--- src/rtl/svo_dec.sv ---
// svo_dec: recovers the active-pixel AXI-Stream and the frame geometry from a timed SVO video stream
// Ports:
//   clk, resetn               clock, synchronous active-low reset
//   in_axis_t{valid,ready,data,user}   timed stream; tuser = {blank, vsync, hsync, sof}
//   out_axis_t{valid,ready,data,user}  active pixels; tuser[0] marks the first pixel of a frame
//   locked                    decoder is synchronised to a frame start
//   err_geom, err_count       geometry mismatch pulse and saturating count
//   meas_width, meas_height   active pixels of the last line / active lines of the last frame
// Optional: define SVO_DEC_GEOM_CHECK_EN to flag geometry mismatches and drop lock on them.
`ifndef SVO_XYBITS
`define SVO_XYBITS 14
`endif
module svo_dec #(
  parameter logic [71:0] SVO_MODE = "640x480",
  parameter int SVO_FRAMERATE = 60,
  parameter int SVO_BITS_PER_PIXEL = 24,
  parameter int SVO_BITS_PER_RED = 8,
  parameter int SVO_BITS_PER_GREEN = 8,
  parameter int SVO_BITS_PER_BLUE = 8,
  parameter int SVO_BITS_PER_ALPHA = 0
) (
  input  logic                          clk,
  input  logic                          resetn,
  input  logic                          in_axis_tvalid,
  output logic                          in_axis_tready,
  input  logic [SVO_BITS_PER_PIXEL-1:0] in_axis_tdata,
  input  logic [3:0]                    in_axis_tuser,
  output logic                          out_axis_tvalid,
  input  logic                          out_axis_tready,
  output logic [SVO_BITS_PER_PIXEL-1:0] out_axis_tdata,
  output logic [0:0]                    out_axis_tuser,
  output logic                          locked,
  output logic                          err_geom,
  output logic [7:0]                    err_count,
  output logic [`SVO_XYBITS-1:0]        meas_width,
  output logic [`SVO_XYBITS-1:0]        meas_height
);
  localparam int XY = `SVO_XYBITS;
  localparam int DW = SVO_BITS_PER_PIXEL + 1;
  localparam int HOR_PX = SVO_MODE == 72'("64x48") ? 64 : SVO_MODE == 72'("800x480") ? 800 :
    SVO_MODE == 72'("800x600") ? 800 : SVO_MODE == 72'("1024x768") ? 1024 :
    SVO_MODE == 72'("1280x720") ? 1280 : SVO_MODE == 72'("1920x1080") ? 1920 : 640;
  localparam int VER_PX = SVO_MODE == 72'("64x48") ? 48 : SVO_MODE == 72'("800x600") ? 600 :
    SVO_MODE == 72'("1024x768") ? 768 : SVO_MODE == 72'("1280x720") ? 720 :
    SVO_MODE == 72'("1920x1080") ? 1080 : 480;
  localparam logic [XY-1:0] SVO_HOR_PIXELS = XY'(HOR_PX);
  localparam logic [XY-1:0] SVO_VER_PIXELS = XY'(VER_PX);

  typedef enum logic {HUNT, LOCK} state_t;
  state_t r_state, w_state_nxt;

  logic [DW-1:0] r_mem [4];
  logic [1:0] r_wp, r_rp;
  logic [2:0] r_fill, w_fill_nxt;
  logic r_in_ready, r_out_valid, r_out_user, r_locked, r_err_geom;
  logic r_first, r_prev_nb, r_seen_sof;
  logic [SVO_BITS_PER_PIXEL-1:0] r_out_data;
  logic [7:0] r_err_count;
  logic [XY-1:0] r_col, r_row, r_meas_w, r_meas_h;
  logic w_beat, w_sof, w_blank, w_act, w_sof_act, w_push, w_pop, w_line_end, w_height, w_err;
  logic w_unused;

  assign w_beat     = in_axis_tvalid && r_in_ready;
  assign w_sof      = in_axis_tuser[0];
  assign w_blank    = in_axis_tuser[3];
  // a sof beat in HUNT is already treated as a locked beat
  assign w_act      = w_beat && (r_state == LOCK || w_sof);
  assign w_sof_act  = w_act && w_sof;
  assign w_push     = w_act && !w_blank;
  assign w_line_end = w_act && w_blank && r_prev_nb;
  assign w_height   = w_sof_act && r_seen_sof && r_state == LOCK;
  assign w_pop      = r_fill != 3'd0 && (!r_out_valid || out_axis_tready);
  assign w_fill_nxt = r_fill + {2'b0, w_push} - {2'b0, w_pop};
`ifdef SVO_DEC_GEOM_CHECK_EN
  assign w_err = (w_line_end && r_col != SVO_HOR_PIXELS) || (w_height && r_row != SVO_VER_PIXELS);
`else
  assign w_err = 1'b0;
`endif
  assign w_unused = ^{in_axis_tuser[2:1], SVO_HOR_PIXELS, SVO_VER_PIXELS} ^ (SVO_FRAMERATE == 0) ^
    (SVO_BITS_PER_RED == 0) ^ (SVO_BITS_PER_GREEN == 0) ^ (SVO_BITS_PER_BLUE == 0) ^
    (SVO_BITS_PER_ALPHA == 0);

  always_ff @(posedge clk) begin
    if (!resetn) r_state <= HUNT;
    else r_state <= w_state_nxt;
  end

  always_comb begin
    w_state_nxt = r_state;
    w_state_nxt = w_err ? HUNT : w_act ? LOCK : r_state;
  end

  always_ff @(posedge clk) begin
    if (w_push) r_mem[r_wp] <= {w_sof || r_first, in_axis_tdata};
  end

  always_ff @(posedge clk) begin
    if (!resetn) begin
      r_wp        <= '0;
      r_rp        <= '0;
      r_fill      <= '0;
      r_in_ready  <= 1'b0;
      r_out_valid <= 1'b0;
      r_out_user  <= 1'b0;
      r_out_data  <= '0;
      r_locked    <= 1'b0;
      r_err_geom  <= 1'b0;
      r_err_count <= '0;
      r_first     <= 1'b0;
      r_prev_nb   <= 1'b0;
      r_seen_sof  <= 1'b0;
      r_col       <= '0;
      r_row       <= '0;
      r_meas_w    <= '0;
      r_meas_h    <= '0;
    end else begin
      // fill <= 2 after this cycle leaves room for one more beat accepted under the registered ready
      r_in_ready  <= (w_fill_nxt <= 3'd2);
      r_fill      <= w_fill_nxt;
      r_locked    <= r_state == LOCK;
      r_out_valid <= w_pop || (r_out_valid && !out_axis_tready);
      r_err_geom  <= w_err;
      r_seen_sof  <= w_sof_act || (r_seen_sof && r_state == LOCK);
      if (w_push) r_wp <= r_wp + 2'd1;
      if (w_pop) begin
        {r_out_user, r_out_data} <= r_mem[r_rp];
        r_rp <= r_rp + 2'd1;
      end
      if (w_err && r_err_count != 8'hff) r_err_count <= r_err_count + 8'd1;
      if (w_beat) r_prev_nb <= w_push;
      if (w_line_end) r_meas_w <= r_col;
      if (w_height) r_meas_h <= r_row;
      r_first <= w_sof_act ? w_blank : w_push ? 1'b0 : r_first;
      r_col   <= w_sof_act ? XY'(!w_blank) : w_line_end ? '0 :
                 (w_push && !(&r_col)) ? r_col + 1'b1 : r_col;
      r_row   <= w_sof_act ? '0 : (w_line_end && !(&r_row)) ? r_row + 1'b1 : r_row;
    end
  end

  assign in_axis_tready  = r_in_ready;
  assign out_axis_tvalid = r_out_valid;
  assign out_axis_tdata  = r_out_data;
  assign out_axis_tuser  = r_out_user;
  assign locked          = r_locked;
  assign err_geom        = r_err_geom;
  assign err_count       = r_err_count;
  assign meas_width      = r_meas_w;
  assign meas_height     = r_meas_h;
endmodule

--- config.mk ---
export PLATFORM = sky130hd
export DESIGN_NAME = svo_dec
export DESIGN_NICKNAME = d
export VERILOG_FILES = /design/src/rtl/svo_dec.sv
export SDC_FILE = /design/constraint.sdc
export NUM_CORES = 1
export LEC_CHECK = 0
export ABC_CLOCK_PERIOD_IN_PS = 3100
export CORE_MARGIN = 1
export CORE_UTILIZATION = 49
export CTS_BUF_LIST = sky130_fd_sc_hd__clkbuf_4
export CTS_CLUSTER_DIAMETER = 120
export DETAILED_ROUTE_END_ITERATION = 7
export MAX_ROUTING_LAYER = met4
export PLACE_DENSITY = 0.77
export SLEW_MARGIN = 20
export SYNTH_ARGS = -nofsm -noshare
export SYNTH_HDL_FRONTEND = slang
export SYNTH_SLANG_ARGS = --single-unit
--- constraint.sdc ---
create_clock -name clk -period 3.1 [get_ports clk]
set_input_delay 0.465 -clock clk [delete_from_list [all_inputs] [get_ports clk]]
set_output_delay 0.465 -clock clk [all_outputs]
set_load 0.05 [all_outputs]
Yosys cells after proc, flatten, opt, wreduce, memory -nomap -nowiden
Memory sizes are Yosys's and may differ from the RTL's. A register that Yosys moved wholly into a read port is not among the register bits. Cells that the tools add are included.

Bits in registers: 70. Bits in latches: 0. RAM bits: 100. ROM bits: 0. Input port bits: 32. Output and inout bits: 65. Logic and storage cells: 62. Memories kept: 1.

$add $sub $neg: 6. Multiply operators: 0. Div/mod/pow operators: 0. $lt $le $gt $ge: 1. Equality and inequality tests: 0. Shift operators: 0. Muxes and demuxes: 7. Bitwise gates (word level): 1. Reductions and logical operators: 31.

Memories: r_mem (depth 4, width 25, read ports 1, clocked after Yosys merged registers in 1, write ports 1, line 52) `logic [DW-1:0] r_mem [4];`.

Operators with widths (number): $add 14x1->14 const B (2); $reduce_and 14->1 (2); $logic_and 1x1->1 (13); $mux 1 (7); $logic_not 1->1 (6); $reduce_bool 3->1 (2); $logic_or 1x1->1 (5); $add 2x1->2 const B (2); $add 3x1->3 (1); $le 3x2->1 const B (1); $reduce_or 3->1 (1); $sub 3x1->3 (1); $reduce_bool 2->1 (1); $reduce_or 2->1 (1); $not 1->1 (1).

Longest topological paths before layout
Gate-level depths: netlist of the first run.

Depth in word-level cells: 7. Mapped depth: 13.

Worst setup path after synthesis of the first run
No wires, ideal clock.

Path type: reg-to-reg. Start: reg r_out_valid, in the netlist out_axis_tvalid. End: reg r_in_ready, in the netlist in_axis_tready. Arrival: 2521 ps. Required time: 2984 ps. Setup slack: 464 ps. Stages on the path, launching flop included: 13. Buffers on the path: 2. Period minus slack after synthesis: 2636 ps. Cells stage by stage: dfxtp_1 > a21o_1 > buf_2 > inv_2 > buf_1 > ha_1 > inv_1 > ha_1 > inv_1 > fa_1 > xor2_1 > xnor2_1 > and3_1.

Word-level cells in the longest chain between the ends: 5.

RTL lines: from (decl) (line 55) `logic r_in_ready, r_out_valid, r_out_user, r_locked, r_err_geom;`; from (signal assigned) (line 121) `r_out_valid <= w_pop || (r_out_valid && !out_axis_tready);`; $logic_not 1->1 (line 72) `assign w_pop = r_fill != 3'd0 && (!r_out_valid || out_axis_tready);`; $logic_or 1x1->1 (line 72); $logic_and 1x1->1 (line 72); via w_pop (line 60) `logic w_beat, w_sof, w_blank, w_act, w_sof_act, w_push, w_pop, w_line_end, w_height, w_err;`; $sub 3x1->3 (line 73) `assign w_fill_nxt = r_fill + {2'b0, w_push} - {2'b0, w_pop};`; $le 3x2->1 (line 118) `r_in_ready <= (w_fill_nxt <= 3'd2);`; to (signal assigned) (line 118); to (decl) (line 55).

The timed path passes the listed nets, and every way through them passes these cells. A chain may end at the register's enable or synchronous reset.

Worst setup path after layout of the first run
Start: reg r_in_ready, in the netlist in_axis_tready. End: out in_axis_tready.

RTL lines: to (decl) (line 25) `output logic in_axis_tready,`.

No word-level cell between the ends.

==> impl_metrics.env, run 1 <==
export IMPL_hp_class="flip-flop to flip-flop"
export IMPL_dr_pass1_iters=5
export IMPL_skew_ns=0.0241
export IMPL_end_kind="output port"
export IMPL_post_cts_buffers=0
export IMPL_cpPeakStageDelay_ns=0.85
export IMPL_drc=0
export IMPL_p_total_mw=6.09
export IMPL_synth_top_area_share_pct=39.6
export IMPL_track_usage_pct=20.2
export IMPL_ys_ff_latch=195
export IMPL_fin_hold_ws_ns=0.460
export IMPL_slowest_stage="clkdlybuf4s50_1"
export IMPL_worst_slew_pin_slew_ns=0.708
export IMPL_dp_cells=868
export IMPL_routed_via_density=5.45
export IMPL_cp_top_family="buffers and inverters"
export IMPL_synth_most_common_cell="nand2_1"
export IMPL_numCtsBuffers=17
export IMPL_synth_area_leaders="edfxtp_1 (40%), dfxtp_1 (25%), mux4_2 (7.4%), nand2_1 (6.1%), a21oi_1 (3.9%)"
export IMPL_setup_violations=0
export IMPL_io_pins=97
export IMPL_path_max_fanout=5
export IMPL_routedWlPerCell_um=16.2
export IMPL_slew_viol_final=0
export IMPL_ys_flop_type="edfxtp_1"
export IMPL_die_y_um=126
export IMPL_hpwl_um=9820
export IMPL_postCtsHoldBufs=0
export IMPL_cp_required_ns=2.63
export IMPL_status="complete, no violations"
export IMPL_cp_num_buf_inv=1
export IMPL_grt_pass1_wl_um=24200
export IMPL_clockRootBuffer="clkbuf_4"
export IMPL_routed_via_count=4902
export IMPL_syn_avg_cell_area_um2=12.6
export IMPL_hold_viol=0
export IMPL_gr_total_overflow=0
export IMPL_slew_headroom_pct=52.7
export IMPL_core_rowCount=45
export IMPL_core_area_mm2=0.0151
export IMPL_grt_max_degree=40
export IMPL_period_needed_ns=2.32
export IMPL_synthToLayoutAreaGrowth_pct=18.0
export IMPL_clk_latency_ns=0.56
export IMPL_rsz0062_at_grt="no"
export IMPL_dieWidth_um=126
export IMPL_fin_tns_setup_ns=0
export IMPL_stdcell_area_mm2=0.00895
export IMPL_postRouteAntennaNets=0
export IMPL_drt_total_wl_um=14500
export IMPL_p_leak_nw=3.02
export IMPL_synth_edff_count=100
export IMPL_ys_types=53
export IMPL_cp_start_kind="flip-flop"
export IMPL_antenna_found_initial=0
export IMPL_htree_levels=4
export IMPL_synth_common_cells="nand2_1 (123), edfxtp_1 (100), dfxtp_1 (95)"
export IMPL_vdd_drop_max_v=0.000501
export IMPL_cts_resized=0
export IMPL_worst_setup_path_type="flip-flop to output port"
export IMPL_crit_path_cell_trace="clkdlybuf4s50_1"
export IMPL_gp_congestion=0.821
export IMPL_arrival_ns=1.85
export IMPL_initial_core_util_pct=50.1
export IMPL_synth_largest_area_cell="edfxtp_1"
export IMPL_drive_gt1_share_pct=13.3
export IMPL_grt_pass1_vias=4932
export IMPL_seq_area_frac_synth_pct=64.7
export IMPL_clock_sinks=195
export IMPL_cts_tree="built"
export IMPL_syn_area_mm2=0.00759
export IMPL_clk_path_buf_depth=2
export IMPL_dieArea_mm2=0.0160
export IMPL_period_share_pct=74.7
export IMPL_p_per_area_mw_per_mm2=681
export IMPL_nets=740
export IMPL_cap_viol_max_count=0
export IMPL_place_area_mm2=0.00867
export IMPL_initialDrtViolationCount=353
export IMPL_instances_no_fill=900
export IMPL_ys_async_sr_fraction_pct=0
export IMPL_fmax_mhz=432
export IMPL_path_clk_slew_ns=0.14
export IMPL_postSynthCellCount=601
export IMPL_antenna_cells=0
export IMPL_yosysWarnings=0
export IMPL_portBuffers=85
==> flip-flops by register name, indices dropped and copies added, names as in the netlist <==
name and flops:
locked 1, r_mem 100, r_first 1, in_axis_tready 1
r_fill 3, out_axis_tuser 1, r_prev_nb 1, r_state 1
r_col 14, meas_width 14, out_axis_tdata 24, out_axis_tvalid 1
r_rp 2, r_row 14, r_seen_sof 1, meas_height 14
r_wp 2
==> cells in the final DEF (no fill, tap or decap), drive strengths merged, types with 2 or more instances in the layout <==
cell and count:
a2111oi 2, a211oi 4, a21boi 2, a21oi 60, and2 7, and3 6, and4 3, buf 21
bufinv 2, clkbuf 19, clkdlybuf4s50 85, clkinv 8, conb 9, dfxtp 95, edfxtp 100, ha 8
inv 13, mux2i 2, mux4 25, nand2 123, nand3 18, nand4 9, nand4b 2, nor2 36
nor3 4, o2111ai 2, o211ai 2, o21ai 4, or2 3, or3 2, or4 2, xnor2 12
xor2 14
==> metrics by stage <==
step | utilization (%) | worst slack [ns]
after floorplan | - | 0.464
after global placement | 57.3 | 0.322
after detailed placement | 57.3 | 0.262
after CTS | 59.1 | 0.734
after global routing | 59.1 | 0.560
final | 59.1 | 0.783
==> tightest hold or removal path, delay by kind of cell (launching register included) <==
kind / cells / cell delay (ns)
and+or+nand+nor: 1 / 0.05
DFF: 1 / 0.33
AOI/OAI and AO/OA: 1 / 0.05
==> power breakdown <==
part           leakage, nW  internal [mW]  switching (mW)
Sequential            1.67           2.89           0.161
Combinational         1.20          0.676            1.05
Clock                0.150          0.495           0.818
==> cell type report <==
cell class	count	area [um2]
clock inverters	13	133
flip-flops and latches	195	4910
multi-input cells	368	2480
fillers	1225	6200
inverters	11	41.3
well taps	188	235
clock buffers	19	143
repair buffers	106	1010
==> path summary, 6_finish.rpt <==
kind,start,endpoint,slack [ns],cells after the start
max,in_axis_tready,in_axis_tready,0.78,1
min,meas_width[7],meas_width[7],0.46,2
max reg2reg,r_fill[1],in_axis_tready,0.81,11
min reg2reg,meas_width[7],meas_width[7],0.46,2
==> logic make-up after synthesis <==
group | synth area share, %
adder cells (fa/ha/maj) | 1.58
AND/OR/NAND/NOR | 13.4
AO/OA/AOI/OAI | 6.60
buffers and inverters | 3.00
XOR/XNOR | 3.00
multiplexers | 7.69
flip-flops | 64.7
other | 0.0494
==> per-layer routing <==
metal  global-route usage (%)  routed length, um  vias up
li1                         -                  -     2327
met1                     23.9               6230     2426
met2                     34.4               7490      127
met3                     4.09                595       22
met4                     7.09                231        0
met5                        -                  0        -
Note: power is estimated with default switching activity, not from simulation.
==> run 2, diff against run 1 <==
Settings changed: ABC_CLOCK_PERIOD_IN_PS 3100 to 2300.
Clock period 3.1 ns to 2.3 ns, I/O delays scaled along.
==> impl_metrics.env, run 2 (synthesized netlist as in run 1, its figures left out) <==
export IMPL_setup_ws_ns=0.119
export IMPL_drt_total_wl_um=14600
export IMPL_place_ws_ns=-0.376
export IMPL_drive_gt1_share_pct=15.1
export IMPL_cap_viol_max_count=0
export IMPL_die_y_um=126
export IMPL_hpwl_um=9890
export IMPL_track_usage_pct=20.3
export IMPL_path_clk_slew_ns=0.14
export IMPL_cp_required_ns=2.80
export IMPL_routedWlPerCell_um=16.2
export IMPL_io_pins=97
export IMPL_skew_ns=0.0143
export IMPL_slew_viol_final=0
export IMPL_initialDrtViolationCount=329
export IMPL_setup_violations=0
export IMPL_crit_path_cell_trace="nor3_4 > a21o_1 > inv_4 > ha_1 > inv_1 > ha_1 > inv_1 > fa_2 > xor2_1 > xnor2_1 > and3_1"
export IMPL_clk_path_buf_depth=2
export IMPL_place_area_mm2=0.00877
export IMPL_p_leak_nw=3.07
export IMPL_end_kind="flip-flop"
export IMPL_portBuffers=85
export IMPL_vdd_drop_max_v=0.000593
export IMPL_hp_class="primary input to flip-flop"
export IMPL_largest_reg_flops=100
export IMPL_p_per_area_mw_per_mm2=924
export IMPL_slowest_stage="dfxtp_4"
export IMPL_period_share_pct=94.8
export IMPL_fmax_mhz=458
export IMPL_numCtsBuffers=17
export IMPL_mostFrequentLayoutCell="nand2_1"
export IMPL_htree_levels=4
export IMPL_regMostFlops="r_mem"
export IMPL_stdcell_area_mm2=0.00909
export IMPL_cts_tree="built"
export IMPL_dr_pass1_iters=6
export IMPL_period_needed_ns=2.18
export IMPL_grt_pass1_vias=4919
export IMPL_path_max_fanout=2
export IMPL_gp_congestion=0.828
export IMPL_grt_pass1_wl_um=24100
export IMPL_slew_headroom_pct=62.0
export IMPL_antenna_found_initial=0
export IMPL_worst_setup_path_type="flip-flop to flip-flop"
export IMPL_clockRootBuffer="clkbuf_4"
export IMPL_drc=0
export IMPL_clk_latency_ns=0.56
export IMPL_dieWidth_um=126
export IMPL_clock_sinks=195
export IMPL_final_cell_mix="nand2_1 (123), edfxtp_1 (100), dfxtp_1 (89)"
export IMPL_grt_max_degree=28
export IMPL_initial_core_util_pct=50.1
export IMPL_gr_total_overflow=0
export IMPL_arrival_ns=2.68
export IMPL_synthToLayoutAreaGrowth_pct=19.9
export IMPL_status="complete, no violations"
export IMPL_worst_slew_pin_slew_ns=0.570
export IMPL_dieArea_mm2=0.0160
export IMPL_antenna_cells=0
export IMPL_core_area_mm2=0.0151
export IMPL_hold_viol=0
export IMPL_postRouteAntennaNets=0
export IMPL_cp_start_kind="flip-flop"
export IMPL_cpPeakStageDelay_ns=0.38
export IMPL_nets=745
export IMPL_fin_tns_setup_ns=0
export IMPL_core_rowCount=45
export IMPL_routed_via_density=5.36
export IMPL_routed_via_count=4850
run 2: repair_timing:
item                                    4_1_cts  5_1_grt
endpoints found under the setup margin        0        2
resized for setup                             0        7
hold buffers                                  0        0
buffers inserted                              0        1
run 2: metal layers:
metal / vias to the layer above / wire length [um] / track usage (%)
met5: - / 0 / -
met4: 0 / 184 / 6.95
met3: 17 / 694 / 4.47
met2: 132 / 7570 / 35.1
met1: 2373 / 6200 / 23.2
li1: 2328 / - / -
run 2: critical path, delay by kind of cell (launching register included):
kind                     cells  cell delay (ns)
AO/OA/AOI/OAI                1             0.16
XOR/XNOR                     2             0.37
adder cells (fa/ha/maj)      3             0.73
buffers and inverters        3             0.14
flip-flops                   1             0.38
AND/OR/NAND/NOR              2             0.35
run 2: area by class of cell:
| cell class | instances | area [um2] |
|---|---|---|
| repair buffers | 111 | 1100 |
| flip-flops and latches | 195 | 4920 |
| well taps | 188 | 235 |
| clock inverters | 11 | 139 |
| fillers | 1153 | 6050 |
| multi-input cells | 368 | 2500 |
| clock buffers | 21 | 158 |
| inverters | 11 | 43.8 |
run 2: final timing paths:
| check | slack [ns] | from | end | cells past startpoint |
|---|---|---|---|---|
| worst max-delay path | 0.12 | r_fill[0] | in_axis_tready | 11 |
| worst min-delay path | 0.41 | in_axis_tdata[21] | r_mem[1][21] | 1 |
| worst max register to register | 0.12 | r_fill[0] | in_axis_tready | 11 |
| worst min register to register | 0.46 | meas_width[10] | meas_width[10] | 2 |
run 2: report_power, final:
group	leakage [nW]	internal [mW]	switching [mW]	total (mW)
combinational	1.24	0.969	1.46	2.43
clock	0.163	0.796	1.06	1.86
sequential	1.67	3.90	0.215	4.12
total	3.07	5.67	2.73	8.40
run 2: through the flow:
| step | utilization, % | hold slack [ns] | power, mW | cells |
|---|---|---|---|---|
| after floorplan | - | 0.437 | 5.87 | 609 |
| after global placement | 57.9 | 0.442 | 6.56 | 872 |
| after detailed placement | 57.9 | 0.449 | 6.61 | 872 |
| after CTS | 59.9 | 0.351 | 8.46 | 904 |
| after global routing | 60.0 | 0.360 | 8.80 | 905 |
| final | 60.0 | 0.408 | 8.40 | 905 |
==> run 3, diff against run 2 <==
Settings changed: REMOVE_ABC_BUFFERS set to 1.
==> impl_metrics.env, run 3 (synthesized netlist as in run 1, its figures left out) <==
export IMPL_status="complete, no violations"
export IMPL_grt_pass1_wl_um=23900
export IMPL_holdCritStartpoint="in_axis_tdata[22]"
export IMPL_cts_tree="built"
export IMPL_portBuffers=85
export IMPL_core_area_mm2=0.0151
export IMPL_cp_top_family="adder cells"
export IMPL_htree_levels=4
export IMPL_worst_setup_path_type="flip-flop to flip-flop"
export IMPL_track_usage_pct=20.0
export IMPL_numCtsBuffers=17
export IMPL_routed_via_density=5.41
export IMPL_period_needed_ns=2.21
export IMPL_period_share_pct=95.9
export IMPL_initialDrtViolationCount=421
export IMPL_slowest_stage="dfxtp_4"
export IMPL_antenna_cells=0
export IMPL_routedWlPerCell_um=16.2
export IMPL_path_clk_slew_ns=0.15
export IMPL_end_kind="flip-flop"
export IMPL_clk_path_buf_depth=2
export IMPL_top_usage_layer="met2"
export IMPL_met2_usage_pct=32.7
export IMPL_gp_congestion=0.805
export IMPL_vdd_drop_max_v=0.000658
export IMPL_skew_ns=0.0147
export IMPL_synthToLayoutAreaGrowth_pct=19.7
export IMPL_critPathLaunch="r_fill[1]"
export IMPL_drc=0
export IMPL_die_y_um=126
export IMPL_arrival_ns=2.70
export IMPL_cp_required_ns=2.79
export IMPL_routed_via_count=4870
export IMPL_grt_pass1_vias=4888
export IMPL_regMostFlops="r_mem"
export IMPL_instances_no_fill=900
export IMPL_postCtsHoldBufs=0
export IMPL_dr_pass1_iters=6
export IMPL_cp_num_buf_inv=3
export IMPL_hp_class="primary input to flip-flop"
export IMPL_drt_total_wl_um=14600
export IMPL_hpwl_um=9780
export IMPL_clock_sinks=195
export IMPL_clockRootBuffer="clkbuf_4"
export IMPL_core_rowCount=45
export IMPL_place_area_mm2=0.00876
export IMPL_cpPeakStageDelay_ns=0.40
export IMPL_dp_cells=868
export IMPL_crit_path_cell_trace="nor3_2 > a21o_1 > inv_2 > ha_1 > inv_1 > ha_1 > inv_1 > fa_2 > xor2_2 > xnor2_1 > and3_1"
export IMPL_grt_max_degree=28
export IMPL_grt_met3_usage_pct=4.77
export IMPL_antenna_found_initial=0
export IMPL_drive_gt1_share_pct=14.2
export IMPL_r2r_start="r_fill[1]"
export IMPL_worst_slew_pin_slew_ns=0.513
export IMPL_clk_latency_ns=0.54
export IMPL_cap_viol_max_count=0
export IMPL_slew_headroom_pct=65.7
export IMPL_mostFrequentLayoutCell="nand2_1"
export IMPL_cp_start_kind="flip-flop"
export IMPL_r2r_slack_ns=0.09
export IMPL_postRouteAntennaNets=0
export IMPL_largest_reg_flops=100
export IMPL_final_cell_mix="nand2_1 (123), edfxtp_1 (100), dfxtp_1 (90)"
export IMPL_nets=741
export IMPL_initial_core_util_pct=50.1
export IMPL_fillers=1193
export IMPL_dieWidth_um=126
export IMPL_gr_total_overflow=0
export IMPL_fmax_mhz=453
export IMPL_hold_viol=0
export IMPL_met1_usage_pct=24.4
export IMPL_setup_violations=0
export IMPL_stdcell_area_mm2=0.00908
export IMPL_io_pins=97
export IMPL_slew_viol_final=0
export IMPL_path_max_fanout=3
export IMPL_p_per_area_mw_per_mm2=924
export IMPL_p_leak_nw=3.05
export IMPL_dieArea_mm2=0.0160
-- run 3: cell count changes in the layout (fill, tap and decap cells not counted), moves of 2 or more --
cell,delta
clkinv_1,+2
dfxtp_4,-4
buf_12,+3
inv_4,-2
clkbuf_4,-4
buf_4,-7
dfxtp_2,+3
-- run 3: per-layer routing --
metal | vias to the layer above | wire [um]
li1 | 2322 | -
met1 | 2358 | 6260
met2 | 171 | 7320
met3 | 19 | 816
met4 | 0 | 188
met5 | - | 0
-- run 3: cell type report --
cell class / instances / area [um2] / share of cell area, %
well taps: 188 / 235 / 2.59
multi-input cells: 368 / 2500 / 27.5
repair buffers: 107 / 1100 / 12.2
clock buffers: 17 / 128 / 1.41
inverters: 11 / 41.3 / 0.455
clock inverters: 14 / 163 / 1.79
flip-flops and latches: 195 / 4910 / 54.1
-- run 3: final timing paths --
check,end,depth (start not counted)
worst max-delay path,in_axis_tready,11
worst min register to register,meas_height[5],2
worst min-delay path,r_mem[0][22],1
worst max register to register,in_axis_tready,11
-- run 3: power by group --
part | switching [mW] | internal, mW | total [mW]
logic | 1.50 | 0.978 | 2.48
registers | 0.185 | 3.90 | 4.08
clock network | 1.09 | 0.746 | 1.84
total | 2.77 | 5.62 | 8.39
-- run 3: timing repair --
item,in CTS,in global routing
setup buffers,0,1
resized for setup,0,8
endpoints found under the setup margin,0,2
-- run 3: stage by stage --
step | utilization [%] | total power, mW | hold slack (ns) | TNS [ns] | worst slack [ns]
floorplan | - | 5.73 | 0.437 | -4.79 | -0.618
global placement | 57.9 | 6.54 | 0.444 | -0.461 | -0.270
detailed placement | 57.9 | 6.61 | 0.449 | -0.687 | -0.345
CTS | 59.8 | 8.43 | 0.371 | 0 | 0.0236
global route | 60.0 | 8.79 | 0.370 | -0.0284 | -0.0284
finish | 60.0 | 8.39 | 0.429 | 0 | 0.0939
